## config.mk

```make
export PLATFORM = sky130hd
export DESIGN_NAME = n_clic_tc_flat
export DESIGN_NICKNAME = d
export VERILOG_FILES = /design/src/rtl/n_clic_tc_if.sv /design/src/rtl/n_clic_tc.sv /design/src/flat_wrapper.sv
export SDC_FILE = /design/constraint.sdc
export NUM_CORES = 1
export LEC_CHECK = 0
export CELL_PAD_IN_SITES_DETAIL_PLACEMENT = 1
export CELL_PAD_IN_SITES_GLOBAL_PLACEMENT = 1
export CORE_UTILIZATION = 30
export CTS_BUF_LIST = sky130_fd_sc_hd__clkbuf_4 sky130_fd_sc_hd__clkbuf_8
export DETAILED_ROUTE_END_ITERATION = 7
export GPL_TIMING_DRIVEN = 0
export PLACE_DENSITY_LB_ADDON = 0.1
export RECOVER_POWER = 25
export SLEW_MARGIN = 20
export SYNTH_ARGS = -nofsm -noshare
export SYNTH_HDL_FRONTEND = slang
export SYNTH_SLANG_ARGS = --single-unit
```

## constraint.sdc

```tcl
create_clock -name clk -period 42.4 [get_ports clk]
set_input_delay 8.48 -clock clk [delete_from_list [all_inputs] [get_ports clk]]
set_output_delay 8.48 -clock clk [all_outputs]
set_load 0.01 [all_outputs]
```

## src/rtl/n_clic_tc_if.sv

```systemverilog
// n_clic_tc_if: indexed configuration port for the n_clic_tc interrupt controller
interface n_clic_tc_if #(parameter int VecCount = 16) ();
  localparam int IW = $clog2(VecCount);
  logic          cfg_we;
  logic [IW-1:0] cfg_idx;
  logic [1:0]    cfg_field;
  logic [31:0]   cfg_wdata;
  logic [31:0]   cfg_rdata;
  modport master (output cfg_we, cfg_idx, cfg_field, cfg_wdata, input cfg_rdata);
  modport slave (input cfg_we, cfg_idx, cfg_field, cfg_wdata, output cfg_rdata);
endinterface

```

## src/rtl/n_clic_tc.sv

```systemverilog
// n_clic_tc: nested vectored interrupt controller with return stack, tail-chaining and config port
module n_clic_tc #(
  parameter int VecCount   = 16,
  parameter int PrioWidth  = 3,
  parameter int StackDepth = 4,
  parameter int PcWidth    = 16
) (
  input  logic                              clk,
  input  logic                              reset,
  input  logic [VecCount-1:0]               pend_i,
  n_clic_tc_if.slave                        cfg,
  input  logic [PcWidth-1:0]                pc_in,
  input  logic                              mret_i,
  output logic [PcWidth-1:0]                pc_out,
  output logic                              take_o,
  output logic [PrioWidth-1:0]              level_o,
  output logic [$clog2(StackDepth+1)-1:0]   depth_o,
  output logic                              err_o
);
  localparam int IW = $clog2(VecCount);
  localparam int DW = $clog2(StackDepth + 1);
  localparam int SW = StackDepth > 1 ? $clog2(StackDepth) : 1;
  logic [VecCount-1:0]  pending, enable;
  logic [PrioWidth-1:0] prio [VecCount];
  logic [PcWidth-1:0]   vaddr [VecCount];
  logic [PcWidth-1:0]   stk_pc [StackDepth];
  logic [PrioWidth-1:0] stk_lvl [StackDepth];
  logic [PrioWidth-1:0] thr, level, max_prio, top_lvl, eff, eff_tc;
  logic [DW-1:0]        depth;
  logic [IW-1:0]        max_vec;
  logic [SW-1:0]        top, push;
  logic                 err, found, preempt, chain, pop;
  logic                 unused_wdata;
  // strict '>' keeps the lowest index among equal priorities
  always_comb begin
    found    = 1'b0;
    max_prio = '0;
    max_vec  = '0;
    for (int i = 0; i < VecCount; i++)
      if (pending[i] && enable[i] && (!found || prio[i] > max_prio)) begin
        found    = 1'b1;
        max_prio = prio[i];
        max_vec  = IW'(i);
      end
  end
  assign top     = SW'(depth - 1'b1);
  assign push    = SW'(depth);
  assign top_lvl = stk_lvl[top];
  assign eff     = level > thr ? level : thr;
  assign eff_tc  = top_lvl > thr ? top_lvl : thr;
  assign preempt = !mret_i && found && max_prio > eff && depth < DW'(StackDepth);
  // tail-chain reuses the saved pc, so the stack is left untouched
  assign chain   = mret_i && depth != '0 && found && max_prio > eff_tc;
  assign pop     = mret_i && depth != '0 && !chain;
  assign take_o  = preempt || chain;
  assign pc_out  = take_o ? vaddr[max_vec] : pop ? stk_pc[top] : pc_in;
  assign level_o = level;
  assign depth_o = depth;
  assign err_o   = err;
  assign unused_wdata = ^cfg.cfg_wdata;
  always_comb
    cfg.cfg_rdata = cfg.cfg_field == 2'd0 ? 32'({prio[cfg.cfg_idx], enable[cfg.cfg_idx], pending[cfg.cfg_idx]}) :
                    cfg.cfg_field == 2'd1 ? 32'(vaddr[cfg.cfg_idx]) :
                    cfg.cfg_field == 2'd2 ? 32'(thr) : 32'd0;
  always_ff @(posedge clk or posedge reset)
    if (reset) begin
      pending <= '0;
      enable  <= '0;
      thr     <= '0;
      level   <= '0;
      depth   <= '0;
      err     <= 1'b0;
      for (int i = 0; i < VecCount; i++) begin
        prio[i]  <= '0;
        vaddr[i] <= '0;
      end
      for (int i = 0; i < StackDepth; i++) begin
        stk_pc[i]  <= '0;
        stk_lvl[i] <= '0;
      end
    end else begin
      for (int i = 0; i < VecCount; i++)
        if (cfg.cfg_we && cfg.cfg_field == 2'd0 && cfg.cfg_idx == IW'(i)) begin
          pending[i] <= cfg.cfg_wdata[0];
          enable[i]  <= cfg.cfg_wdata[1];
          prio[i]    <= cfg.cfg_wdata[2+:PrioWidth];
        end else if (pend_i[i])
          pending[i] <= 1'b1;
        else if (take_o && max_vec == IW'(i))
          pending[i] <= 1'b0;
      if (cfg.cfg_we && cfg.cfg_field == 2'd1)
        vaddr[cfg.cfg_idx] <= cfg.cfg_wdata[PcWidth-1:0];
      if (cfg.cfg_we && cfg.cfg_field == 2'd2)
        thr <= cfg.cfg_wdata[PrioWidth-1:0];
      if (preempt) begin
        stk_pc[push]  <= pc_in;
        stk_lvl[push] <= level;
        depth         <= depth + 1'b1;
      end else if (pop)
        depth <= depth - 1'b1;
      if (take_o)
        level <= max_prio;
      else if (pop)
        level <= top_lvl;
      if (mret_i && depth == '0)
        err <= 1'b1;
    end
endmodule

```

## src/flat_wrapper.sv

```systemverilog
// flat-port wrapper written by rule: the top's interface ports become plain ports
module n_clic_tc_flat 
#(
  parameter int VecCount   = 16,
  parameter int PrioWidth  = 3,
  parameter int StackDepth = 4,
  parameter int PcWidth    = 16
)
  (clk, reset, pend_i, pc_in, mret_i, pc_out, take_o, level_o, depth_o, err_o, cfg_cfg_we, cfg_cfg_idx, cfg_cfg_field, cfg_cfg_wdata, cfg_cfg_rdata);
  n_clic_tc_if #(.VecCount(VecCount)) cfg_i ();
  input  logic clk;
  input  logic reset;
  input  logic [VecCount-1:0] pend_i;
  input  logic [PcWidth-1:0] pc_in;
  input  logic mret_i;
  output logic [PcWidth-1:0] pc_out;
  output logic take_o;
  output logic [PrioWidth-1:0] level_o;
  output logic [$clog2(StackDepth+1)-1:0] depth_o;
  output logic err_o;
  input wire logic [$bits(cfg_i.cfg_we)-1:0] cfg_cfg_we;
  input wire logic [$bits(cfg_i.cfg_idx)-1:0] cfg_cfg_idx;
  input wire logic [$bits(cfg_i.cfg_field)-1:0] cfg_cfg_field;
  input wire logic [$bits(cfg_i.cfg_wdata)-1:0] cfg_cfg_wdata;
  output wire logic [$bits(cfg_i.cfg_rdata)-1:0] cfg_cfg_rdata;
  assign cfg_i.cfg_we = cfg_cfg_we;
  assign cfg_i.cfg_idx = cfg_cfg_idx;
  assign cfg_i.cfg_field = cfg_cfg_field;
  assign cfg_i.cfg_wdata = cfg_cfg_wdata;
  assign cfg_cfg_rdata = cfg_i.cfg_rdata;
  n_clic_tc #(.VecCount(VecCount), .PrioWidth(PrioWidth), .StackDepth(StackDepth), .PcWidth(PcWidth)) u_core (.clk(clk), .reset(reset), .pend_i(pend_i), .cfg(cfg_i), .pc_in(pc_in), .mret_i(mret_i), .pc_out(pc_out), .take_o(take_o), .level_o(level_o), .depth_o(depth_o), .err_o(err_o));
endmodule
```

# After elaboration in Yosys (flattened, before gate mapping)
# Index checks and enable logic that the tools add are counted.
[totals] latch_bits=0 elab_cells=407 in_bits=74 memories=0 ff_bits=422 ram_bits=0 mem_bits_ro=0
[op_classes] order_cmp=27 n_mux=134 n_div=0 n_eq_ne=32 mul=0 shift=0 n_addsub=2 reduce_logical=132 n_bitwise=4
[ops] op="bitwise mux 256 bit" n=1
[ops] op="two-way mux 16 bit" n=10
[ops] op="binary-select mux 16 bit (select 4 bit)" n=2
[ops] op="two-way mux 3 bit" n=32
[ops] op="logical AND 1 bit" n=76
[ops] op="two-way mux 1 bit" n=67
[ops] op="bitwise mux 64 bit" n=1
[ops] op="demux 16 bit (select 4 bit)" n=1
[ops] op="equality test 4 bit (second input constant)" n=16
[ops] op="two-way mux 32 bit" n=2
[ops] op="greater-than comparator 3 bit" n=19
[ops] op="nonzero test 3 bit" n=17
[ops] op="binary-select mux 16 bit (select 2 bit)" n=1
[ops] op="demux 16 bit (select 2 bit)" n=1
[ops] op="equality test 4 x 3 -> 1 bit (second input constant)" n=8
[ops] op="two-way mux 4 bit" n=8
[ops] op="logical NOT 1 bit" n=17
[ops] op="equality test 4 x 2 -> 1 bit (second input constant)" n=4
[ops] op="logical OR 1 bit" n=16
[ops] op="binary-select mux 3 bit (select 4 bit)" n=1
[ops] op="bitwise mux 12 bit" n=1
[ops] op=">= comparator 5 bit (second input constant)" n=2
[ops] op="NOT 4 -> 5 bit" n=2
[ops] op="binary-select mux 1 bit (select 4 bit)" n=2
[ops] op="18 further kinds" n=24

# Longest topological paths before layout
[depth] ltp_word=70 mapped_depth=141 mapped_depth_nobuf=134

# Least setup slack after synthesis
# No wires, ideal clock.
[synth_timing] path_kind="register -> output" startpoint="register u_core.pending[0]" endpoint="output port pc_out[13]" stages_incl_launch_ff=129 t_arrival_ns=23.435 path_slack_ns=10.485 required_time_ns=33.920 path_cell_list="dfrtp_1 -> and2_1 -> nand2_1 -> ha_1 -> and3_1 -> a21oi_1 -> o211a_1 -> nor2_1 -> ha_1 -> and3_1 -> a211o_1 -> nand2_1 -> a221oi_1 -> or2_2 -> ha_1 -> nand3b_1 -> a32o_1 -> a21oi_1 -> [... 93 more ...] -> a21oi_1 -> a31oi_1 -> o21ba_2 -> clkbuf_1 -> nand2_1 -> o21ai_0 -> ha_1 -> a21o_1 -> a21oi_1 -> a311oi_1 -> nand2_1 -> and2_1 -> clkbuf_1 -> clkinv_1 -> clkbuf_1 -> o221ai_1 -> a211oi_1 -> a31oi_1"
[synth_via] elab_chain_len=68
[synth_rtl] element="start: declaration" line="n_clic_tc.sv:23" rtl="logic [VecCount-1:0] pending, enable;"
[synth_rtl] element="start signal: indexed assignment" line="n_clic_tc.sv:84" rtl="pending[i] <= cfg.cfg_wdata[0];"
[synth_rtl] element="logical AND 1 bit *" line="n_clic_tc.sv:40" rtl="if (pending[i] && enable[i] && (!found || prio[i] > max_prio)) begin"
[synth_rtl] element="two-way mux 3 bit / two-way mux 1 bit (equally long branches)" line="n_clic_tc.sv:40"
[synth_rtl] element="greater-than comparator 3 bit / logical NOT 1 bit (equally long branches)" line="n_clic_tc.sv:40"
[synth_rtl] element="logical OR 1 bit" line="n_clic_tc.sv:40"
[synth_rtl] element="logical AND 1 bit" line="n_clic_tc.sv:40"
[synth_rtl] element="two-way mux 3 bit / two-way mux 1 bit (equally long branches)" line="n_clic_tc.sv:40"
[synth_rtl] element="greater-than comparator 3 bit / logical NOT 1 bit (equally long branches)" line="n_clic_tc.sv:40"
[synth_rtl] element="logical OR 1 bit" line="n_clic_tc.sv:40"
[synth_rtl] element="[... 52 more ...]"
[synth_rtl] element="logical AND 1 bit" line="n_clic_tc.sv:40"
[synth_rtl] element="two-way mux 3 bit / two-way mux 1 bit (equally long branches)" line="n_clic_tc.sv:40"
[synth_rtl] element="greater-than comparator 3 bit / logical AND 1 bit (equally long branches)" line="n_clic_tc.sv:53" rtl="assign chain = mret_i && depth != '0 && found && max_prio > eff_tc;"
[synth_rtl] element="logical AND 1 bit" line="n_clic_tc.sv:53"
[synth_rtl] element="logical NOT 1 bit" line="n_clic_tc.sv:54" rtl="assign pop = mret_i && depth != '0 && !chain;"
[synth_rtl] element="logical AND 1 bit" line="n_clic_tc.sv:54"
[synth_rtl] element="two-way mux 16 bit" line="n_clic_tc.sv:56" rtl="assign pc_out = take_o ? vaddr[max_vec] : pop ? stk_pc[top] : pc_in;"
[synth_rtl] element="two-way mux 16 bit *" line="n_clic_tc.sv:56"
[synth_rtl] element="end: declaration" line="flat_wrapper.sv:16" rtl="output logic [PcWidth-1:0] pc_out;"
# Every way passes the cells marked *; elsewhere a longest branch is shown, timed or not. The select of a mux whose other input is x is not followed.

# Final worst setup path
# Same ends and word-level chain as after synthesis.

==> results_dict.tcl <==
set metrics [dict create \
    ys_seq_elements 422 \
    drv_slew 431 \
    startpoint_type "register" \
    ioPinCount 130 \
    floorplan.core_area_um2 80680 \
    syn_to_final_growth_pct 17.56 \
    cp.required_ns 33.92 \
    critical_path_buf_inv_count 12 \
    drc_errors 36 \
    synthCells 2045 \
    synth-warning-count 0 \
    crit_top_cell "ha_1" \
    antenna_left 0 \
    grt_remaining_overflow 0 \
    fin_crit_ns 40.09 \
    antenna_found_initial 6 \
    synthTopCellsByCount "dfrtp_1 (422), mux2_2 (395), nand2_1 (180), mux4_2 (124), clkbuf_1 (106)" \
    ys_seq_area_share_pct 43.15 \
    drive_gt1_share_pct 33.16 \
    design_area_um2 28770 \
    power-per-cell-area_nw_per_um2 81.85 \
    setup_viol 0 \
    finalHoldViolations 0 \
    p_total_w 0.002355 \
    pre_cts_ws_ns 1.769 \
    start_util_pct 30.34 \
    clk_path_buf_depth 3 \
    clkSinkCount 422 \
    cts_root_buf "clkbuf_8" \
    wirelength_met1_um 45750 \
    synth_top_area_share_pct 43.15 \
    setup_tns_ns 0 \
    async_reset_ff_share_pct 100.0 \
    drv_cap 5 \
    min_period_over_period_pct 94.56 \
    grt_setup_unrepaired "yes" \
    htree_num_levels 3 \
    grt_first_pass_wirelength_um 145300 \
    slowest_stage "a211oi_1" \
    max_slew.worst_pin.slew_ns 5.603 \
    grt_pass1_vias 19974 \
    wl_um 99670 \
    leakage_nw 12.43 \
    die_h_um 287.6 \
    placedInstanceArea_um2 26960 \
    route.met3.wl_um 5813 \
    synth_most_common_cell "dfrtp_1" \
    synth_area_per_cell_um2 11.97 \
    dr.pass1.iters 7 \
    cp_slowest_stage_delay_ns 0.75 \
    die_w_um 287.6 \
    clk_pin_slew_worst_paths_ns 0.06 \
    hpwlAfterDp_um 73680 \
    drtIter0Drc 1402 \
    avgViaCountPerCell 5.588 \
    cts_inserted_buffers 83 \
    cp-end-kind "output port" \
    synth_flop_cell "dfrtp_1" \
    num_rows 104 \
    crit_arrival_ns 31.61 \
    syn_area_um2 24470 \
    synth_area_leader_cell "dfrtp_1" \
    port_buffers 94 \
    grt_max_degree 98 \
    vdd_drop_max_mv 0.04898 \
    synth_edf_count 0 \
    path_class "reg -> out" \
    routed.top_layer "met5" \
    failed_checks "DRC, capacitance limit, slew limit" \
    path_max_fanout 14 \
    die_area_um2 82730 \
    grt.total_usage_pct 24.27 \
    post_drt_wl_per_cell_um 29.56 \
    place_congestion 0.8550 \
    ys_types 87 \
    finClkSkew_ns 0.03937 \
    fmax_mhz 24.94 \
    yosys-top-cells-area "dfrtp_1 (43%), mux2_2 (18%), mux4_2 (11%), nand2_1 (2.8%), ha_1 (2.7%)" \
    path_delay_family "compound AO/OA/AOI/OAI gates" \
    cts_tree "yes" \
    worstSkewPairLatency_ns 0.70 \
    hold_class "reg -> reg" \
    max-slew-margin-rel_pct -273.5 \
    fin_ws_ns 2.305 \
    status "finished, violations left" \
    vias 18844 \
    nNetsFinal 2372 \
    met2_length_um 45890 \
]
==> registers in the layout (all words and copies together), names as in the netlist <==
signal and count:
u_core.err_o 1, u_core.stk_lvl 12, u_core.depth_o 3, u_core.pending 16
u_core.vaddr 256, u_core.prio 48, u_core.stk_pc 64, u_core.thr 3
u_core.level_o 3, u_core.enable 16
==> what timing repair did <==
item | in CTS | in global routing
setup buffers | 0 | 0
resized for setup | 0 | 21
hold buffers | 0 | 0
endpoints found under the setup margin | 0 | 16
==> area by class of cell <==
cell class                      instances  area (µm²)
Multi-Input combinational cell       1434       13180
Tap cell                             1060        1326
Buffer                                159       743.2
Sequential cell                       422       10560
Clock buffer                          137        1729
Clock inverter                         10       86.33
Antenna cell                            5       12.51
Inverter                               44       166.4
Timing Repair Buffer                  101       973.4
Fill cell                            8724       51900
==> cells by family after synthesis <==
| logic type | synth area share (%) |
|---|---|
| mux | 31.76 |
| flops | 43.15 |
| simple gates | 7.633 |
| compound gates | 10.88 |
| buf+inv | 3.650 |
| fa+ha+maj | 2.873 |
| other cells | 0.01532 |
| xor+xnor | 0.03579 |
==> metrics by stage <==
step	utilization [%]	instances	hold WS, ns
6_report	35.66	3372	0.4837
5_1_grt	35.65	3368	0.5150
4_1_cts	35.67	3367	0.4889
3_5_place_dp	33.42	3220	0.4693
3_3_place_gp	33.22	3214	0.4599
2_1_floorplan	-	2060	0.4446
==> worst paths after layout <==
check                                              startpoint  slack (ns)                             end  cells after the start
min in group asynchronous                               reset        9.44     u_core.prio[22]$_DFFE_PP0P_                      2
worst min-delay path                 u_core.err_o$_DFFE_PP0P_        0.48        u_core.err_o$_DFFE_PP0P_                      1
worst max register to register  u_core.pending[0]$_DFFE_PP0P_       12.43  u_core.pending[15]$_DFFE_PP0P_                    127
worst max-delay path            u_core.pending[0]$_DFFE_PP0P_        2.31                      pc_out[13]                    127
worst min register to register       u_core.err_o$_DFFE_PP0P_        0.48        u_core.err_o$_DFFE_PP0P_                      1
max in group asynchronous                               reset       26.37   u_core.vaddr[138]$_DFFE_PP0P_                      3
==> per-layer routing <==
metal | global-route usage (%) | vias up
met5 | 0 | -
met4 | 6.370 | 2
met3 | 4.445 | 127
met2 | 38.14 | 545
met1 | 34.17 | 10081
li1 | - | 8089
==> power breakdown <==
group          leakage (nW)  switching (W)  internal (W)
combinational          6.00       0.000868      0.000484
sequential             5.46      0.0000646      0.000483
clock                 0.969       0.000197      0.000258
==> cell usage in the layout (no fill, tap or decap), types with 8 or more instances in the layout <==
master,count
dfrtp_1,422
mux2_2,395
nand2_1,180
mux4_2,124
clkbuf_8,112
clkbuf_1,105
a21oi_1,98
clkdlybuf4s50_1,91
nor2_1,72
o21ai_0,60
ha_1,53
mux2i_1,51
a22o_1,43
inv_1,42
and2_1,26
clkbuf_4,25
a31oi_1,22
and3_1,21
buf_2,21
nand3_1,21
buf_4,21
o21ai_1,19
a211oi_1,17
conb_1,16
a32o_1,13
o221ai_1,13
nor2b_1,12
a211oi_2,12
o211ai_1,10
nand3b_1,9
a21o_1,9
nand4_1,8
nand2b_1,8
clkbuf_2,8
o22ai_1,8
Note: power is estimated with default switching activity, not from simulation.
